**config.mk**
```make
export PLATFORM = sky130hd
export DESIGN_NAME = instr_encoder
export DESIGN_NICKNAME = d
export VERILOG_FILES = /design/src/rtl/instr_encoder.sv
export SDC_FILE = /design/constraint.sdc
export NUM_CORES = 1
export LEC_CHECK = 0
export CORE_MARGIN = 2
export CORE_UTILIZATION = 54
export CTS_CLUSTER_DIAMETER = 50
export DETAILED_ROUTE_END_ITERATION = 12
export PLACE_DENSITY = 0.94
export SLEW_MARGIN = 40
export SYNTH_ARGS = -nofsm -noshare
export SYNTH_HDL_FRONTEND = slang
export SYNTH_SLANG_ARGS = --single-unit
```
**constraint.sdc**
```tcl
create_clock -name clk -period 6.7 [get_ports clk]
set_input_delay 1.34 -clock clk [delete_from_list [all_inputs] [get_ports clk]]
set_output_delay 1.34 -clock clk [all_outputs]
set_load 0.02 [all_outputs]
```
**src/rtl/instr_encoder.sv**
```systemverilog
// rtl/instr_encoder.sv - LEGv8 instruction encoder with FIFO output buffer
module instr_encoder #(
  parameter int DEPTH = 2
) (
  input  logic        clk,
  input  logic        reset,
  input  logic        in_valid,
  output logic        in_ready,
  input  logic [2:0]  in_class,
  input  logic [4:0]  in_rd,
  input  logic [4:0]  in_rn,
  input  logic [4:0]  in_rm,
  input  logic [18:0] in_imm,
  output logic        out_valid,
  input  logic        out_ready,
  output logic [31:0] out_instr,
  output logic        illegal,
  input  logic        clr_illegal,
  output logic [15:0] count
);

  localparam int AW = $clog2(DEPTH);
  localparam logic [AW:0]   FULL_OCC = (AW+1)'(DEPTH);
  localparam logic [AW:0]   OCC_ONE  = (AW+1)'(1);
  localparam logic [AW-1:0] PTR_ONE  = AW'(1);

  localparam logic [2:0] CLS_LDUR = 3'b000;
  localparam logic [2:0] CLS_STUR = 3'b001;
  localparam logic [2:0] CLS_CBZ  = 3'b010;
  localparam logic [2:0] CLS_ADD  = 3'b011;
  localparam logic [2:0] CLS_SUB  = 3'b100;
  localparam logic [2:0] CLS_AND  = 3'b101;
  localparam logic [2:0] CLS_ORR  = 3'b110;

  logic [31:0]   mem_q [DEPTH];
  logic [AW-1:0] wr_ptr_q, wr_ptr_d;
  logic [AW-1:0] rd_ptr_q, rd_ptr_d;
  logic [AW:0]   occ_q, occ_d;
  logic          in_ready_q, in_ready_d;
  logic          illegal_q, illegal_d;
  logic [15:0]   count_q, count_d;
  logic [31:0]   word;
  logic          accept, push, pop, is_illegal;

  // Encode the current request fields into a 32-bit LEGv8 word
  always_comb begin
    word = 32'h0;
    case (in_class)
      CLS_LDUR: word = {11'b11111000010, in_imm[8:0], 2'b00, in_rn, in_rd};
      CLS_STUR: word = {11'b11111000000, in_imm[8:0], 2'b00, in_rn, in_rd};
      CLS_CBZ:  word = {8'b10110100, in_imm, in_rd};
      CLS_ADD:  word = {11'b10001011000, in_rm, 6'b000000, in_rn, in_rd};
      CLS_SUB:  word = {11'b11001011000, in_rm, 6'b000000, in_rn, in_rd};
      CLS_AND:  word = {11'b10001010000, in_rm, 6'b000000, in_rn, in_rd};
      CLS_ORR:  word = {11'b10101010000, in_rm, 6'b000000, in_rn, in_rd};
      default:  word = 32'h0;
    endcase
  end

  // Handshakes, pointer/occupancy bookkeeping and sticky/counter next state
  always_comb begin
    is_illegal = (in_class == 3'b111);
    accept     = in_valid && in_ready_q;
    push       = accept && !is_illegal;
    pop        = (occ_q != '0) && out_ready;
    wr_ptr_d   = push ? wr_ptr_q + PTR_ONE : wr_ptr_q;
    rd_ptr_d   = pop  ? rd_ptr_q + PTR_ONE : rd_ptr_q;
    occ_d      = occ_q;
    if (push && !pop) begin
      occ_d = occ_q + OCC_ONE;
    end else if (pop && !push) begin
      occ_d = occ_q - OCC_ONE;
    end
    // in_ready is registered so that in_valid never reaches it combinationally
    in_ready_d = (occ_d != FULL_OCC);
    // A set on the same edge as a clear takes priority
    illegal_d  = (illegal_q && !clr_illegal) || (accept && is_illegal);
    count_d    = pop ? count_q + 16'd1 : count_q;
  end

  // Control state registers
  always_ff @(posedge clk) begin
    if (reset) begin
      wr_ptr_q   <= '0;
      rd_ptr_q   <= '0;
      occ_q      <= '0;
      in_ready_q <= 1'b1;
      illegal_q  <= 1'b0;
      count_q    <= 16'h0;
    end else begin
      wr_ptr_q   <= wr_ptr_d;
      rd_ptr_q   <= rd_ptr_d;
      occ_q      <= occ_d;
      in_ready_q <= in_ready_d;
      illegal_q  <= illegal_d;
      count_q    <= count_d;
    end
  end

  // Buffer storage; cleared on reset so out_instr reads zero afterwards
  always_ff @(posedge clk) begin
    if (reset) begin
      for (int i = 0; i < DEPTH; i++) begin
        mem_q[i] <= 32'h0;
      end
    end else if (push) begin
      mem_q[wr_ptr_q] <= word;
    end
  end

  assign in_ready  = in_ready_q;
  assign out_valid = (occ_q != '0);
  assign out_instr = mem_q[rd_ptr_q];
  assign illegal   = illegal_q;
  assign count     = count_q;

endmodule
```
==> reports/metrics.yaml <==
netlist_area_mm2: 0.004095
relSlewSlack_pct: 47.21
status: "complete, no violations"
hold_class: "reg -> reg"
switchingPower_uw: 444.4
maxCapViolCount: 0
synthMuxAreaShare_pct: 8.799
ys_ff_latch: 87
hold_buffers: 0
final_core_util_pct: 72.19
combPwrFrac_pct: 30.8
cp_max_fo: 25
fin_skew_ns: 0.01017
layout-drive-gt1-share_pct: 13.41
cp_num_buf_inv: 2
grt_antenna_before_repair: 0
multi_input_area_mm2: 0.001590
antenna_left: 0
die_w_um: 91.09
syn-num-nets: 408
fillerInstances: 511
grt_max_degree: 28
rsz0062_at_grt: "false"
yosys-top-cells-count: "64 x edfxtp_1, 42 x nor2_1, 32 x mux2_2, 29 x and2_1, 25 x nand2_1"
worstHoldStart: "occ_q[1]"
synthTopCellsByArea: "edfxtp_1 47%, dfxtp_1 11%, mux2_2 8.8%"
wl_per_cell_um: 17.16
drt-pass1-iter-count: 5
synthDistinctLibCells: 42
drc_errors: 0
period_share_pct: 58.79
syn_inst: 364
setup_viol: 0
cp-startpoint: "in_class[2]"
vias_per_cell: 5.590
rows: 31
internal-power_uw: 1018
synth_top_cell_by_area: "edfxtp_1"
initial_core_util_pct: 56.16
postCtsSetupBuffers: 0
swShare_pct: 30.39
synth_xor_area_share_pct: 2.353
drv_slew: 0
crit_required_ns: 6.73
synthAdderAreaFrac_pct: 0.6111
synth_flop_cell: "edfxtp_1"
tns_ns: 0
synth-compound-area-share_pct: 9.196
hold_viol: 0
diodes: 0
port_buffers: 92
dieArea_mm2: 0.008296
clockBufferDepth: 2
worst_path_max_delay_cell: "clkdlybuf4s50_1"
synth_top_family_by_area: "simple AND/OR/NAND/NOR gates"
vias: 3097
cts.clk_slew.worst_paths_ns: 0.08
leakagePower_uw: 0.001920
yosys.area_share.simple_pct: 17.78
boundaryPins: 93
avgSynthCellArea_um2: 11.25
ys_warn_count: 0
p_total_uw: 1463
dpl.hpwl_mm: 6.719
r2r-start: "in_ready"
synth_edf_count: 64
grt_use_total_pct: 23.48
drtIter0Drc: 309
clk_latency_ns: 0.36
fp.coreArea_mm2: 0.007292
crit_chain: "clkdlybuf4s50_1 -> nand3_1 -> nand4_1 -> nand2_1 -> buf_4"
tightest_slew_ns: 0.7894
ir_drop_mv: 0.1526
postCtsResizedCells: 0
cts_root_buf: "clkbuf_8"
nNetsFinal: 494
yosysTopAreaCellShare_pct: 46.93
grt_pass1_wl_mm: 15.21
die_h_um: 91.09
pwr-share-seq_pct: 45.9
finalWeightedCongestion: 0.8597
crit_family: "simple AND/OR/NAND/NOR gates"
ys_seq_area_share_pct: 58.17
syn2layout_area_growth_pct: 28.54
worstSetupPathType: "in -> reg"
end_kind: "register"
startpoint_type: "input port"
crit_path_max_incr_delay_ns: 0.82
cts_tree: "yes"
cts_max_level: 3
clock.fmax_ghz: 0.2539
pwr-share-clk_pct: 23.4
seq_area_mm2: 0.002382
clock_sinks: 87
synthArstFlopShare_pct: 0
yosysMostFrequentCell: "edfxtp_1"
min_period_ns: 3.939
grt-ovfl-total: 0
cts-buffers-inserted: 9
grt_pass1_vias: 3086
worst_ep_arrival_time_ns: 3.97
routed_wirelength_mm: 9.508
power_density_mw_per_mm2: 277.9
==> worst paths after layout <==
kind             endpoint  slack [ns]  cells after the start
min reg2reg      occ_q[1]        0.52                      2
max          mem_q[1][11]        2.76                      5
min              occ_q[1]        0.52                      2
max reg2reg  mem_q[1][11]        4.37                      4
==> per-layer routing <==
| layer | global-route usage [%] | vias up | share of wire, % |
|---|---|---|---|
| met5 | 0 | - | 0 |
| met2 | 41.05 | 125 | 51 |
| li1 | - | 1482 | - |
| met3 | 7.137 | 12 | 7.7 |
| met1 | 27.83 | 1478 | 40 |
| met4 | 7.071 | 0 | 1.5 |
==> cell type report <==
cell class                      count  area share, %
Sequential cell                    87          45.26
Multi-Input combinational cell    246          30.21
Timing Repair Buffer               96          17.97
Clock buffer                       11          2.924
Tap cell                           99          2.353
Inverter                           10         0.7131
Clock inverter                      5         0.5705
==> placed cells by master, fill, tap and decap left out, types with 5 or more instances in the layout <==
master / instances
or3_1: 5
o22ai_1: 5
nor2_1: 42
clkbuf_8: 9
a21oi_1: 12
clkdlybuf4s50_1: 91
dfxtp_1: 23
edfxtp_1: 64
nor3_1: 7
nand3_1: 5
inv_1: 9
nand4_1: 5
a31oi_1: 7
o21bai_1: 5
a2bb2oi_1: 5
nand2_1: 25
mux2_2: 32
xnor2_1: 7
nor2b_1: 5
and2_1: 29
o21ai_0: 8
a22oi_1: 9
==> per-stage QoR <==
stage	instances	worst slack (ns)	hold slack [ns]	instance area [um^2]
after floorplan	364	2.219	0.4754	4095
after global placement	537	2.216	0.4738	5077
after detailed placement	537	2.035	0.4957	5077
after CTS	553	2.394	0.5087	5261
after global routing	554	2.572	0.5489	5264
final	554	2.761	0.5151	5264
==> power by group through the flow <==
stage / registers [uW] / clock network, uW / logic, uW
after floorplan: 674 / 0 / 268
after global placement: 678 / 0 / 438
after detailed placement: 682 / 0 / 449
after CTS: 671 / 341 / 453
after global routing: 677 / 364 / 479
final: 671 / 342 / 450
==> worst register-to-register path, cell delays in order, from the launching register on <==
cell,delay (ns)
dfxtp_1,0.35
and2_1,0.23
nand4_1,0.46
nand2_1,0.57
buf_4,0.39
==> cells by family after synthesis <==
| family | count (synthesis) |
|---|---|
| buffers and inverters | 31 |
| xor gates and xnor gates | 11 |
| DFF | 87 |
| and+or+nand+nor | 143 |
| adders and majority gates | 2 |
| muxes | 32 |
| AOI/OAI and AO/OA | 58 |
==> registers in the layout, summed over array words and instances (netlist names), named ones only <==
| register | count |
|---|---|
| occ_q | 2 |
| count | 16 |
| rd_ptr_q | 1 |
| mem_q | 64 |
| wr_ptr_q | 1 |
| in_ready | 1 |
| illegal | 1 |
Note: power is estimated with default switching activity, not from simulation.
